$ cat src/rtl/shift_seq_if.sv
// Command and shift-register bus between a pattern master and shift_pattern_sequencer.
// SHIFT_SEQ_ABORT_EN adds the abort request and aborted status signals.
interface shift_seq_if #(
    parameter int W     = 4,
    parameter int LEN_W = 3
);
    logic             cmd_valid;
    logic             cmd_ready;
    logic [W-1:0]     cmd_data;
    logic [LEN_W-1:0] cmd_len;
    logic             cmd_dir;
    logic             sr_din;
    logic             sr_en;
    logic             sr_dir;
    logic             busy;
    logic             done;
`ifdef SHIFT_SEQ_ABORT_EN
    logic             abort;
    logic             aborted;
`endif

    modport master (
        output cmd_valid, cmd_data, cmd_len, cmd_dir,
`ifdef SHIFT_SEQ_ABORT_EN
        output abort,
        input  aborted,
`endif
        input  cmd_ready, sr_din, sr_en, sr_dir, busy, done
    );

    modport slave (
        input  cmd_valid, cmd_data, cmd_len, cmd_dir,
`ifdef SHIFT_SEQ_ABORT_EN
        input  abort,
        output aborted,
`endif
        output cmd_ready, sr_din, sr_en, sr_dir, busy, done
    );
endinterface

$ cat src/rtl/shift_pattern_sequencer.sv
// Serialises a parallel pattern command onto a shift register's din/en/dir inputs.
// Optional SHIFT_SEQ_ABORT_EN adds an abort request that cuts a running shift short.
//
// state | meaning
// IDLE  | cmd_ready high, waiting for a command
// SHIFT | one pattern bit per cycle with sr_en high
// DONE  | single-cycle done pulse, busy still high
module shift_pattern_sequencer #(
    parameter int W     = 4,
    parameter int LEN_W = 3
) (
    input  logic      clk,
    input  logic      rst_n,
    shift_seq_if.slave bus
);
    typedef enum logic [1:0] {IDLE, SHIFT, DONE} state_t;

    state_t           state, state_nxt;
    logic [W-1:0]     pat, pat_nxt;
    logic [LEN_W-1:0] cnt, cnt_nxt;
    logic [LEN_W-1:0] len_eff;
    logic [LEN_W-1:0] pad;
    logic [W-1:0]     aligned;
    logic             accept;
    logic             stop;
    logic             ready_nxt, din_nxt, en_nxt, dir_nxt, busy_nxt, done_nxt;
`ifdef SHIFT_SEQ_ABORT_EN
    logic             aborted_nxt;
`endif

    assign accept = (state == IDLE) && bus.cmd_valid && bus.cmd_ready;

    // Left shifts go MSB-first from bit L-1, so the pattern is pre-aligned to the top.
    always_comb begin
        len_eff = (bus.cmd_len > LEN_W'(W)) ? LEN_W'(W) : bus.cmd_len;
        pad     = LEN_W'(W) - len_eff;
        aligned = bus.cmd_data << pad;
    end

    always_comb begin
        state_nxt = state;
        pat_nxt   = pat;
        cnt_nxt   = cnt;
        ready_nxt = 1'b0;
        din_nxt   = 1'b0;
        en_nxt    = 1'b0;
        dir_nxt   = bus.sr_dir;
        busy_nxt  = 1'b0;
        done_nxt  = 1'b0;
        stop      = 1'b0;
`ifdef SHIFT_SEQ_ABORT_EN
        aborted_nxt = 1'b0;
`endif
        case (state)
            IDLE: begin
                ready_nxt = 1'b1;
                if (accept) begin
                    ready_nxt = 1'b0;
                    busy_nxt  = 1'b1;
                    dir_nxt   = bus.cmd_dir;
                    if (len_eff == '0) begin
                        state_nxt = DONE;
                        done_nxt  = 1'b1;
                    end else begin
                        state_nxt = SHIFT;
                        en_nxt    = 1'b1;
                        cnt_nxt   = len_eff - 1'b1;
                        if (bus.cmd_dir) begin
                            din_nxt = bus.cmd_data[0];
                            pat_nxt = bus.cmd_data >> 1;
                        end else begin
                            din_nxt = aligned[W-1];
                            pat_nxt = aligned << 1;
                        end
                    end
                end
            end
            SHIFT: begin
                busy_nxt = 1'b1;
`ifdef SHIFT_SEQ_ABORT_EN
                stop = (cnt == '0) || bus.abort;
`else
                stop = (cnt == '0);
`endif
                if (stop) begin
                    state_nxt = DONE;
                    done_nxt  = 1'b1;
                    pat_nxt   = '0;
                    cnt_nxt   = '0;
`ifdef SHIFT_SEQ_ABORT_EN
                    aborted_nxt = bus.abort;
`endif
                end else begin
                    cnt_nxt = cnt - 1'b1;
                    en_nxt  = 1'b1;
                    if (bus.sr_dir) begin
                        din_nxt = pat[0];
                        pat_nxt = pat >> 1;
                    end else begin
                        din_nxt = pat[W-1];
                        pat_nxt = pat << 1;
                    end
                end
            end
            DONE: begin
                state_nxt = IDLE;
                ready_nxt = 1'b1;
            end
            default: begin
                state_nxt = IDLE;
            end
        endcase
    end

    always_ff @(posedge clk or negedge rst_n) begin
        if (!rst_n) begin
            state         <= IDLE;
            pat           <= '0;
            cnt           <= '0;
            bus.cmd_ready <= 1'b0;
            bus.sr_din    <= 1'b0;
            bus.sr_en     <= 1'b0;
            bus.sr_dir    <= 1'b0;
            bus.busy      <= 1'b0;
            bus.done      <= 1'b0;
        end else begin
            state         <= state_nxt;
            pat           <= pat_nxt;
            cnt           <= cnt_nxt;
            bus.cmd_ready <= ready_nxt;
            bus.sr_din    <= din_nxt;
            bus.sr_en     <= en_nxt;
            bus.sr_dir    <= dir_nxt;
            bus.busy      <= busy_nxt;
            bus.done      <= done_nxt;
        end
    end

`ifdef SHIFT_SEQ_ABORT_EN
    always_ff @(posedge clk or negedge rst_n) begin
        if (!rst_n) begin
            bus.aborted <= 1'b0;
        end else begin
            bus.aborted <= aborted_nxt;
        end
    end
`endif
endmodule
$ cat src/flat_wrapper.sv
// flat-port wrapper written by rule: the top's interface ports become plain ports
module shift_pattern_sequencer_flat 
#(
    parameter int W     = 4,
    parameter int LEN_W = 3
)
  (clk, rst_n, bus_cmd_valid, bus_cmd_data, bus_cmd_len, bus_cmd_dir, bus_cmd_ready, bus_sr_din, bus_sr_en, bus_sr_dir, bus_busy, bus_done);
  shift_seq_if #(.W(W), .LEN_W(LEN_W)) bus_i ();
  input  logic clk;
  input  logic rst_n;
  input wire logic [$bits(bus_i.cmd_valid)-1:0] bus_cmd_valid;
  input wire logic [$bits(bus_i.cmd_data)-1:0] bus_cmd_data;
  input wire logic [$bits(bus_i.cmd_len)-1:0] bus_cmd_len;
  input wire logic [$bits(bus_i.cmd_dir)-1:0] bus_cmd_dir;
  output wire logic [$bits(bus_i.cmd_ready)-1:0] bus_cmd_ready;
  output wire logic [$bits(bus_i.sr_din)-1:0] bus_sr_din;
  output wire logic [$bits(bus_i.sr_en)-1:0] bus_sr_en;
  output wire logic [$bits(bus_i.sr_dir)-1:0] bus_sr_dir;
  output wire logic [$bits(bus_i.busy)-1:0] bus_busy;
  output wire logic [$bits(bus_i.done)-1:0] bus_done;
  assign bus_i.cmd_valid = bus_cmd_valid;
  assign bus_i.cmd_data = bus_cmd_data;
  assign bus_i.cmd_len = bus_cmd_len;
  assign bus_i.cmd_dir = bus_cmd_dir;
  assign bus_cmd_ready = bus_i.cmd_ready;
  assign bus_sr_din = bus_i.sr_din;
  assign bus_sr_en = bus_i.sr_en;
  assign bus_sr_dir = bus_i.sr_dir;
  assign bus_busy = bus_i.busy;
  assign bus_done = bus_i.done;
  shift_pattern_sequencer #(.W(W), .LEN_W(LEN_W)) u_core (.clk(clk), .rst_n(rst_n), .bus(bus_i));
endmodule
$ cat config.mk
export PLATFORM = sky130hd
export DESIGN_NAME = shift_pattern_sequencer_flat
export DESIGN_NICKNAME = d
export VERILOG_FILES = /design/src/rtl/shift_seq_if.sv /design/src/rtl/shift_pattern_sequencer.sv /design/src/flat_wrapper.sv
export SDC_FILE = /design/constraint.sdc
export NUM_CORES = 1
export LEC_CHECK = 0
export ABC_AREA = 1
export CAP_MARGIN = 20
export CORE_MARGIN = 2
export CORE_UTILIZATION = 50
export DETAILED_ROUTE_END_ITERATION = 8
export GPL_ROUTABILITY_DRIVEN = 0
export HOLD_SLACK_MARGIN = 0.06
export PLACE_DENSITY = 0.88
export SETUP_SLACK_MARGIN = 0.1
export SYNTH_ARGS = -nofsm -noshare
export SYNTH_HDL_FRONTEND = slang
export SYNTH_SLANG_ARGS = --single-unit
$ cat constraint.sdc
create_clock -name clk -period 1.54 [get_ports clk]
set_input_delay 0.385 -clock clk [delete_from_list [all_inputs] [get_ports clk]]
set_output_delay 0.385 -clock clk [all_outputs]
set_load 0.01 [all_outputs]
==> out/metrics.cfg <==
[outcome]
outcome=finished, final reports clean

[global_route]
antenna_found_initial=0
grt_usage_pct=23.53
grt_pass1_vias=903
grt_overflow_total=0
grt_max_degree=16
grt_pass1_wl_um=3588

[worst_setup_path]
crit_path_top_delay_cell=ha_4
cp.arrival_ns=1.61
worst-path-buf-inv=1
crit_family=adder cells
cp-start-kind=input pin
max_stage_delay_ns=0.28
path_max_fanout=2
worstRegToRegCells=7
path_cells=buf_8 -> o21ai_2 -> nand2_2 -> ha_4 -> ha_4 -> nand2_4 -> nor2_4 -> nand3_2 -> nand2_2 -> nand2_2 -> a21oi_2
cpMostUsedCell=nand2_2
reg2reg_slack_ns=0.17
worstReg2RegStart=u_core.cnt[0]
worstSetupEndpointType=flip-flop
reg2reg_to=u_core.pat[2]
crit_required_ns=1.77
critPathKind=in2reg

[detailed_routing]
vias=943
ant_nets=0
wl_per_cell_um=12.38
drt-vias-per-instance=5.239
drt_iter0_drc=39
dr.pass1.iters=4
drt-total-wl_um=2229
drc=0

[sta]
final_hold_viol_count=0
period_share_pct=90.10
period_minus_slack_ns=1.388
rsz0062_at_grt=true
fin_skew_ns=0.001277
maxSlewHeadroom_pct=83.01
fmax_mhz=720.7
setup_viol=0
worst_pin_slew_ns=0.2545
holdWs_ns=0.3976
slew_violations=0

[synthesis]
synth_ff_type=dfrtp_1
syn_inst=121
ys_ff_latch=15
synthTopCellsByArea=dfrtp_1, nand2_1, nand3_1
synth_top_area_cell=dfrtp_1
ys.warnings.count=0
synth_commonest_cells=nand2_1, dfrtp_1, inv_1
async_flop_share_pct=100.0
avgSynthCellArea_um2=7.476
synth.most_common_cell=nand2_1
synth_edf_count=0
synth_cell_types=19
syn_nets=136
synth.cell_area_um2=904.6
synth_top_area_share_pct=41.49
yosysSeqAreaShare_pct=41.49

[power_and_ir_drop]
ir_drop_uv=814.3
power_density_nw_per_um2=1600
cellLeakagePower_nw=0.6444

[cts]
numCtsBuffers=3
cts_tree=built
clk_pin_slew_ns=0.09
ctsRootBufferMaster=clkbuf_4
h-tree-depth=1
worst_skew_pair.late_latency_ns=0.29
clkSinkCount=15
clockBufferDepth=2
holdBufCountCts=0

[finish]
antenna_cells=0
fillCellCount=130
nNetsFinal=171
multi_input_area_um2=540.5
layout.cells.non_filler=180
regArea_um2=375.4
area_growth_pct=44.54
final_layout_size_suffix_gt1_share_pct=29.68

[floorplan]
die-area_um2=2166
die_h_um=46.54
die_w_um=46.54
core_um2=1708
io_pins=17
initial_utilization_pct=52.97
placementRows=15

[placement]
portBuffers=16
dp.cells=172
dp_hpwl_um=1622

[flow_run]
drv_cap=0

[worst_hold_path]
hold_path_class=in2async

-- report_power, final --
group / internal [W] / leakage (nW) / total, W / switching [W]
Sequential: 0.000575 / 0.189 / 0.000692 / 0.000117
Combinational: 0.000470 / 0.441 / 0.00117 / 0.000698
Clock: 0.000101 / 0.0150 / 0.000231 / 0.000131
-- how the worst max path moves through the flow --
stage,cells past startpoint,startpoint,endpoint
floorplan,10,bus_cmd_len[0],u_core.pat[1]
global placement,11,bus_cmd_len[0],u_core.pat[1]
detailed placement,11,bus_cmd_len[0],u_core.pat[1]
CTS,11,bus_cmd_len[1],u_core.pat[1]
global route,7,u_core.cnt[1],u_core.pat[1]
finish,11,bus_cmd_len[0],u_core.pat[1]
-- worst reg2reg max path, stage by stage (launching register included) --
cell	delay, ns
dfrtp_1	0.40
nor2_2	0.06
ha_1	0.20
inv_1	0.13
nand2_2	0.13
a21oi_1	0.20
nor2_2	0.07
a21oi_2	0.12
-- state kept, by name, summed over array words and instances, names as in the netlist --
name and flops:
u_core.bus.cmd_ready 1, u_core.cnt 3, u_core.bus.sr_dir 1, u_core.bus.done 1, u_core.pat 4, u_core.bus.sr_din 1, u_core.bus.sr_en 1, u_core.state 2
u_core.bus.busy 1
-- routing by layer --
metal  up-vias  GRT usage (%)  share of wire, %
li1        462              -                 -
met1       443          26.19                40
met2        33          43.61                53
met3         5          2.353               4.6
met4         0          11.43               1.9
met5         -              0                 0
-- logic make-up (layout without fill, tap and decap cells) --
kind of cell               count (synthesis)  after routing  synth area share [%]
buffers and inverters                     17             51                 7.884
DFF                                       15             15                 41.49
AOI/OAI and AO/OA                         20             20                 13.14
and+or+nand+nor                           65             65                 31.95
adders and majority gates                  4              4                 5.533
-- layout make-up --
class	instances	share of cell area [%]
clock buffers	4	2.010
flip-flops and latches	15	28.71
well taps	25	2.392
inverters	16	4.880
multi-input cells	89	41.34
repair buffers	31	20.67
-- placed cells by master (no fill, tap or decap), types with 4 or more instances in the layout --
cell | netlist | layout
o21ai_1 | 5 | 6
a21oi_1 | 4 | 4
nand2_1 | 32 | 27
nor2_1 | 13 | 10
dfrtp_1 | 15 | 15
dlygate4sd2_1 | 0 | 6
nand3_1 | 12 | 11
nand2_2 | 4 | 6
buf_4 | 0 | 14
clkdlybuf4s50_1 | 0 | 7
inv_1 | 14 | 12
-- stage by stage --
stage	power, W	instance area, µm²	utilization (%)	worst slack, ns	setup TNS (ns)
detailed placement	0.001808	1224	71.65	-0.5623	-5.166
global route	0.002265	1308	76.56	0.03477	0
global placement	0.001759	1224	71.65	-0.4825	-4.574
CTS	0.002051	1286	75.31	0.02545	0
floorplan	0.001437	960.9	-	0.02167	0
finish	0.002092	1308	76.56	0.1524	0
-- timing repair --
item                       4_1_cts  5_1_grt
setup buffers                    4        0
pin swaps                        7        9
setup endpoints to repair       18        7
gates resized for setup         18       13
No activity file was read; power rests on OpenSTA's default activity.
